**config.mk**
```make
export PLATFORM = sky130hd
export DESIGN_NAME = regfile_wr_arbiter
export DESIGN_NICKNAME = d
export VERILOG_FILES = /design/src/rtl/regfile_pkg.sv /design/src/rtl/host_starve_timer.sv /design/src/rtl/regfile_wr_arbiter.sv
export SDC_FILE = /design/constraint.sdc
export NUM_CORES = 1
export LEC_CHECK = 0
export ABC_AREA = 1
export CAP_MARGIN = 25
export CORE_AREA = 2 2 81 160
export CTS_CLUSTER_SIZE = 40
export DETAILED_ROUTE_END_ITERATION = 7
export DIE_AREA = 0 0 83 162
export PLACE_DENSITY = 0.8
export SETUP_SLACK_MARGIN = 0.4
export SYNTH_ARGS = -nofsm -noshare
export SYNTH_HDL_FRONTEND = slang
export SYNTH_HIERARCHICAL = 1
export SYNTH_SLANG_ARGS = --single-unit
```
**constraint.sdc**
```tcl
create_clock -name clk -period 2.8 [get_ports clk]
set_clock_uncertainty 0.15 [all_clocks]
set_input_delay 0.42 -clock clk [delete_from_list [all_inputs] [get_ports clk]]
set_output_delay 0.42 -clock clk [all_outputs]
set_load 0.02 [all_outputs]
```
**src/rtl/regfile_pkg.sv**
```systemverilog
// Shared constants for the register-file write-port arbiter.
package regfile_pkg;

  localparam int DATA_W   = 64;
  localparam int ADDR_W   = 5;

  // Requester indices into the grant vector
  localparam int REQ_WB   = 0;
  localparam int REQ_HOST = 1;
  localparam int NUM_REQ  = 2;

endpackage : regfile_pkg

```
**src/rtl/host_starve_timer.sv**
```systemverilog
// Tracks how long the host has been kept waiting, decides when it must be forced
// through, and keeps a saturating count of those forced grants.
module host_starve_timer #(
  parameter int HOST_MAX_WAIT = 4
) (
  input  logic        clk,
  input  logic        rst_n,
  input  logic        i_host_valid,
  input  logic        i_host_grant,
  output logic        o_force,
  output logic [15:0] o_force_cnt
);

  localparam int WAIT_W = (HOST_MAX_WAIT < 1) ? 1 : $clog2(HOST_MAX_WAIT + 1);
  localparam logic [WAIT_W-1:0] MAX_WAIT = WAIT_W'(HOST_MAX_WAIT);

  logic [WAIT_W-1:0] r_wait_cnt;
  logic [15:0]       r_force_cnt;
  logic              w_at_max;

  // The counter saturates at MAX_WAIT, so equality is the same test as >=
  assign w_at_max    = (r_wait_cnt == MAX_WAIT);
  assign o_force     = i_host_valid && w_at_max;
  assign o_force_cnt = r_force_cnt;

  always_ff @(posedge clk or negedge rst_n) begin
    if (!rst_n) begin
      r_wait_cnt <= '0;
    end else if (!i_host_valid || i_host_grant) begin
      r_wait_cnt <= '0;
    end else if (!w_at_max) begin
      r_wait_cnt <= r_wait_cnt + 1'b1;
    end
  end

  always_ff @(posedge clk or negedge rst_n) begin
    if (!rst_n) begin
      r_force_cnt <= '0;
    end else if (o_force && (r_force_cnt != 16'hFFFF)) begin
      r_force_cnt <= r_force_cnt + 16'd1;
    end
  end

endmodule : host_starve_timer

```
**src/rtl/regfile_wr_arbiter.sv**
```systemverilog
// Shares the register-file write port between writeback (priority) and the host path,
// with a registered write strobe/address/data stage feeding the register file.
module regfile_wr_arbiter #(
  parameter int DATA_W        = regfile_pkg::DATA_W,
  parameter int ADDR_W        = regfile_pkg::ADDR_W,
  parameter int HOST_MAX_WAIT = 4,
  parameter int ZERO_REG_RO   = 1
) (
  input  logic              clk,
  input  logic              rst_n,
  input  logic              wb_valid,
  output logic              wb_ready,
  input  logic [ADDR_W-1:0] wb_addr,
  input  logic [DATA_W-1:0] wb_data,
  input  logic              host_valid,
  output logic              host_ready,
  input  logic [ADDR_W-1:0] host_addr,
  input  logic [DATA_W-1:0] host_data,
  output logic              rf_wr_en,
  output logic [ADDR_W-1:0] rf_wr_addr,
  output logic [DATA_W-1:0] rf_wr_data,
  output logic [15:0]       force_cnt
);

  import regfile_pkg::*;

  logic [NUM_REQ-1:0] w_grant;
  logic               w_force;
  logic               w_any_grant;
  logic               w_discard;
  logic [ADDR_W-1:0]  w_win_addr;
  logic [DATA_W-1:0]  w_win_data;

  logic               r_wr_en;
  logic [ADDR_W-1:0]  r_wr_addr;
  logic [DATA_W-1:0]  r_wr_data;

  host_starve_timer #(
    .HOST_MAX_WAIT (HOST_MAX_WAIT)
  ) u_host_starve_timer (
    .clk          (clk),
    .rst_n        (rst_n),
    .i_host_valid (host_valid),
    .i_host_grant (w_grant[REQ_HOST]),
    .o_force      (w_force),
    .o_force_cnt  (force_cnt)
  );

  // A forced host grant pre-empts writeback; otherwise writeback wins any tie
  always_comb begin
    w_grant           = '0;
    w_grant[REQ_HOST] = w_force || (host_valid && !wb_valid);
    w_grant[REQ_WB]   = wb_valid && !w_force;
  end

  assign wb_ready    = w_grant[REQ_WB];
  assign host_ready  = w_grant[REQ_HOST];
  assign w_any_grant = |w_grant;

  assign w_win_addr = w_grant[REQ_HOST] ? host_addr : wb_addr;
  assign w_win_data = w_grant[REQ_HOST] ? host_data : wb_data;

  // Index 0 writes still handshake but never reach the register file
  assign w_discard = (ZERO_REG_RO != 0) && (w_win_addr == '0);

  always_ff @(posedge clk or negedge rst_n) begin
    if (!rst_n) begin
      r_wr_en   <= 1'b0;
      r_wr_addr <= '0;
      r_wr_data <= '0;
    end else if (w_any_grant && !w_discard) begin
      r_wr_en   <= 1'b1;
      r_wr_addr <= w_win_addr;
      r_wr_data <= w_win_data;
    end else begin
      r_wr_en   <= 1'b0;
    end
  end

  assign rf_wr_en   = r_wr_en;
  assign rf_wr_addr = r_wr_addr;
  assign rf_wr_data = r_wr_data;

endmodule : regfile_wr_arbiter

```
After elaboration in Yosys (flattened, before gate mapping). Cells that the tools add are included.

Flip-flop bits (word level): 89. Input bits: 142. Output and inout bits: 88. Logic and storage cells: 28.

$add $sub $neg: 2. Equal/unequal tests: 3. Muxes and demuxes: 5. Reduce and logical (&&, ||, !) cells: 13.

Operator list (number): two-way mux 64 bit (1); adder 16 x 1 -> 16 bit (second input constant) (1); != test 16 bit (second input constant) (1); two-way mux 3 bit (2); logical AND 1 bit (5); logical NOT 5 bit (1); two-way mux 5 bit (1); logical NOT 1 bit (4); adder 3 x 1 -> 3 bit (second input constant) (1); == test 3 bit (second input constant) (1); logical OR 1 bit (2); != test 2 bit (second input constant) (1); OR reduction 2 bit (1); two-way mux 1 bit (1).

Logic depth before layout (Yosys ltp).
Word-level depth: 8. Gate-level depth with buffers: 16. Gate-level depth less buffers: 14.

Cells and area by module. Netlist, hierarchy kept.

By module, submodules not included: regfile_wr_arbiter (instances 1, cells an instance 550, area each 3838.7 sq um, seq. area each 1751.7 sq um); host_starve_timer (instances 1, cells an instance 166, area each 1189.9 sq um, seq. area each 475.5 sq um).

Worst setup path after synthesis. Ideal clock, no wire load.

Path type: flip-flop to flip-flop. From: register u_host_starve_timer.r_wait_cnt[0]. To: register u_host_starve_timer.r_wait_cnt[0]. Library setup time: 0.126 ns. Data arrival time: 1.741 ns. Data required time: 2.524 ns. Slack: 0.783 ns. Cell stages (with the launch flop): 13. Buffers on the path: 1. Clock period less this slack: 2.017 ns. Cells stage by stage: dfrtp_1 -> inv_1 -> ha_1 -> nand2_2 -> nor2_4 -> inv_2 -> nand2_1 -> clkbuf_1 -> nor2_1 -> nand2_1 -> inv_1 -> nand2_1 -> o21ai_0.

Word-level cells in the longest chain between the ends: 5. Elaborated cells on any way between the ends: 8. Classes of those cells: add/sub (1); eq/ne (2); mux (2); reduce/logical (3).

RTL lines: from (decl) (line host_starve_timer.sv:17) `logic [WAIT_W-1:0] r_wait_cnt;`; from (signal assigned) (line host_starve_timer.sv:32) `r_wait_cnt <= r_wait_cnt + 1'b1;`; == test 3 bit (*) (line host_starve_timer.sv:22) `assign w_at_max = (r_wait_cnt == MAX_WAIT);`; logical AND 1 bit (*) (line host_starve_timer.sv:23) `assign o_force = i_host_valid && w_at_max;`; via w_force (line regfile_wr_arbiter.sv:28) `logic w_force;`; logical OR 1 bit (*) (line regfile_wr_arbiter.sv:52) `w_grant[REQ_HOST] = w_force || (host_valid && !wb_valid);`; via host_ready (line regfile_wr_arbiter.sv:16) `output logic host_ready,`; logical OR 1 bit (*) (line host_starve_timer.sv:29) `end else if (!i_host_valid || i_host_grant) begin`; != test 2 bit (no line) or two-way mux 3 bit (tied branches).

The timed path passes the listed nets; every way through them passes the cells marked *. The select of a mux whose other input is x is not followed. A chain may end at the register's enable or synchronous reset.

Final worst setup path.
From: register u_host_starve_timer.r_wait_cnt[0]. To: output wb_ready.

Word-level cells in the longest chain between the ends: 4.

RTL lines: == test 3 bit (line host_starve_timer.sv:22); logical AND 1 bit (line host_starve_timer.sv:23); via w_force (line regfile_wr_arbiter.sv:28); logical NOT 1 bit (line regfile_wr_arbiter.sv:53) `w_grant[REQ_WB] = wb_valid && !w_force;`; logical AND 1 bit (line regfile_wr_arbiter.sv:53); to (decl) (line regfile_wr_arbiter.sv:12) `output logic wb_ready,`.

The timed path passes the listed nets, and every way through them passes these cells.

==> results.md <==
- Status: finished, final reports clean
- CP max-delay cell: dfrtp_1
- First-pass GRT wire length: 24.4 mm
- Critical-path cell list: inv_2, ha_4, nand2_2, nor2_4, inv_2, nand2_2, inv_1, dlygate4sd2_1
- Routed vias: 5265
- Die Height: 162 um
- Final worst setup slack: 0.518 ns
- PD cells: 502 nW/um^2
- Post-route ant nets: 0
- Ant diodes: 0
- Cells after synthesis: 716
- CTS Root Cell: clkbuf_16
- Final setup TNS: 0 ns
- Crit path max-delay family: buffers and inverters
- Relative slew slack: 0.555
- Layout cells sized above 1: 0.0846
- Max Fclk: 0.438 GHz
- Total Nets Final: 1086
- Worst Path Buf+Inv: 4
- Fin crit share: 0.815
- Storage cell area: 2230 um^2
- Clock-pin slew on the worst setup and hold paths: 0.06 ns
- Clock Latency Late Sink: 0.33 ns
- Die ar.: 13400 um^2
- H-tree depth: 3
- Crit path DAT: 1.71 ns
- Port Buffers: 229
- Setup WS pre-CTS: 0.266 ns
- Hold Vio Cnt, Final: 0
- Largest net degree at the start of global routing: 56
- Syn Nets: 861
- Synthesized area per cell: 7.02 um^2
- Setup-failing EPs final: 0
- Max cap viols: 0
- Fin cells: 1093
- FF+latch count, synth: 89
- Starting Density: 0.412
- HP Class: register to register
- Post-Syn Area: 5030 um^2
- Crit path launch type: register
- Crit path max fanout: 5
- Max stage delay on crit path: 0.40 ns
- Post-CTS setup buffers: 0
- Warnings from Yosys: 6
- I/O pin cnt: 230
- # placed instances: 1068
- Slew Viols, Final: 0
- Fill cells: 1048
- Min Tclk post-route: 2.28 ns
- Detailed router's first-iteration violation count: 246
- Sequential cell area fraction in the yosys report: 0.443
- TritonCTS Buffers: 9
- Number of global-route vias before repair: 5090
- Die W: 83 um
- Vias per cell: 4.82
- Clock sink count: 89
- Final WL: 16.4 mm
- Placer Congestion: 0.864
- Grt total ovfl: 0
- CP Data Required Time: 2.23 ns
- Area of the multi-input gates: 2450 um^2
- CTS Buffer Depth: 2
- Worst slew pin tran: 0.668 ns
- Detail Placement HPWL: 11.5 mm
- Maximum vdd drop: 0.424 mV
- Critical path type: register to primary output
- Row cnt: 57
- Pleak: 3.95 nW
- TritonCTS clock tree: yes
- Routed len/inst: 15.0 um
- Total Power: 3.98 mW
- Area Overhead vs Synth: 57.6%
- RSZ-0062 raised after global routing: no
- Initial antenna violation count: 0
- Crit. End Element: primary output
- GRT Total Usage: 0.226
- DRC violations left: 0
- Core area: 12200 um^2
- Library cells used by synthesis: 25
- DR pass1 iterations: 4
report_power, final:
part           internal [mW]  switching [mW]  leakage (nW)  total, mW
Combinational          0.583           0.591          2.69       1.17
Clock                  0.747           0.511         0.157       1.26
Sequential              1.43           0.114          1.10       1.55
Total                   2.76            1.22          3.95       3.98
worst paths after layout:
check | startpoint | to | slack, ns | cells after the start
setup / recovery | u_host_starve_timer/r_wait_cnt[0]$_DFFE_PN0P_ | wb_ready | 0.52 | 8
hold / removal | rf_wr_addr[3]$_DFFE_PN0P_ | rf_wr_addr[3]$_DFFE_PN0P_ | 0.32 | 2
setup reg to reg | u_host_starve_timer/r_wait_cnt[0]$_DFFE_PN0P_ | rf_wr_data[14]$_DFFE_PN0P_ | 0.54 | 15
hold reg to reg | rf_wr_addr[3]$_DFFE_PN0P_ | rf_wr_addr[3]$_DFFE_PN0P_ | 0.32 | 2
max in group asynchronous | rst_n | rf_wr_addr[2]$_DFFE_PN0P_ | 1.32 | 3
min in group asynchronous | rst_n | rf_wr_data[42]$_DFFE_PN0P_ | 0.50 | 2
cell families after synthesis:
| logic type | count (synthesis) | share of synthesized area |
|---|---|---|
| XOR/XNOR | 6 | 0.0105 |
| AO/OA/AOI/OAI | 12 | 0.0164 |
| buffers and inverters | 75 | 0.0804 |
| flip-flops | 89 | 0.443 |
| AND/OR/NAND/NOR | 531 | 0.442 |
| adder cells (fa/ha/maj) | 3 | 0.00747 |
metrics by stage:
step | instance area, um^2 | utilization | hold slack, ns
3_3_place_gp | 7410 | 0.608 | 0.303
2_1_floorplan | 5030 | - | -0.0256
5_1_grt | 7930 | 0.650 | 0.340
6_report | 7930 | 0.650 | 0.319
3_5_place_dp | 7410 | 0.608 | 0.307
4_1_cts | 7740 | 0.634 | 0.322
worst min-delay path, cell delays in order, from the launching register on:
cell,delay (ns)
dfrtp_1,0.34
nand2_1,0.05
nand2_1,0.05
placed cells by master (no fill, tap or decap), types with 2 or more instances in the layout:
| cell | count |
|---|---|
| nand3_2 | 12 |
| nor2_2 | 3 |
| o21ai_2 | 2 |
| inv_6 | 2 |
| xnor2_1 | 2 |
| clkdlybuf4s50_1 | 226 |
| clkbuf_8 | 2 |
| inv_1 | 30 |
| inv_2 | 8 |
| nor2_4 | 5 |
| o21ai_0 | 8 |
| buf_4 | 7 |
| clkbuf_16 | 13 |
| xor2_1 | 4 |
| nand2_4 | 2 |
| nand3_1 | 70 |
| dlygate4sd2_1 | 2 |
| buf_12 | 6 |
| nand2_2 | 8 |
| nor2_1 | 16 |
| ha_1 | 2 |
| nand2_1 | 410 |
| nand4_1 | 4 |
| dfrtp_1 | 89 |
| buf_6 | 3 |
synthesized netlist by cell type:
| cell type | n | area [um^2] |
|---|---|---|
| xnor2_1 | 2 | 17.5 |
| inv_1 | 33 | 124 |
| dfrtp_1 | 89 | 2230 |
| nor2_1 | 16 | 60.1 |
| nand4_1 | 4 | 25.0 |
| inv_2 | 5 | 18.8 |
| ha_1 | 3 | 37.5 |
| o21ai_2 | 2 | 17.5 |
| xor2_1 | 4 | 35.0 |
| nand3b_1 | 1 | 7.51 |
| o21bai_4 | 1 | 18.8 |
| buf_8 | 1 | 15.0 |
| buf_6 | 12 | 135 |
| nor2_4 | 4 | 45.0 |
| nand2_2 | 6 | 37.5 |
| nand2_1 | 414 | 1550 |
| nand3_2 | 12 | 120 |
| buf_2 | 17 | 85.1 |
| buf_1 | 4 | 15.0 |
| clkinv_1 | 1 | 3.75 |
| nor2_2 | 4 | 25.0 |
| a31oi_1 | 1 | 6.26 |
| o21ai_0 | 8 | 40.0 |
| clkbuf_1 | 2 | 7.51 |
| nand3_1 | 70 | 350 |
metal layers:
| metal | routed length (um) | up-vias | GRT usage |
|---|---|---|---|
| li1 | - | 2654 | - |
| met1 | 5520 | 2370 | 0.225 |
| met2 | 9390 | 200 | 0.439 |
| met3 | 763 | 41 | 0.0457 |
| met4 | 721 | 0 | 0.101 |
| met5 | 0 | - | 0 |
timing repair:
action	4_1_cts	5_1_grt
resized for setup	2	11
gates cloned	0	8
endpoints found under the hold margin	43	0
hold buffers	1	0
pin swaps	0	3
setup endpoints to repair	2	70
flip-flops by register name, summed over array words and instances (netlist names):
| signal | flops |
|---|---|
| rf_wr_en | 1 |
| u_host_starve_timer/r_wait_cnt | 3 |
| rf_wr_addr | 5 |
| rf_wr_data | 64 |
| u_host_starve_timer/o_force_cnt | 16 |
cell type report:
class / instances / share of cell area
repair buffers: 249 / 0.328
multi-input cells: 553 / 0.310
inverters: 39 / 0.0189
flip-flops and latches: 89 / 0.281
clock inverters: 5 / 0.00773
clock buffers: 11 / 0.0319
well taps: 147 / 0.0232
Power figures use the tool's default switching activity.
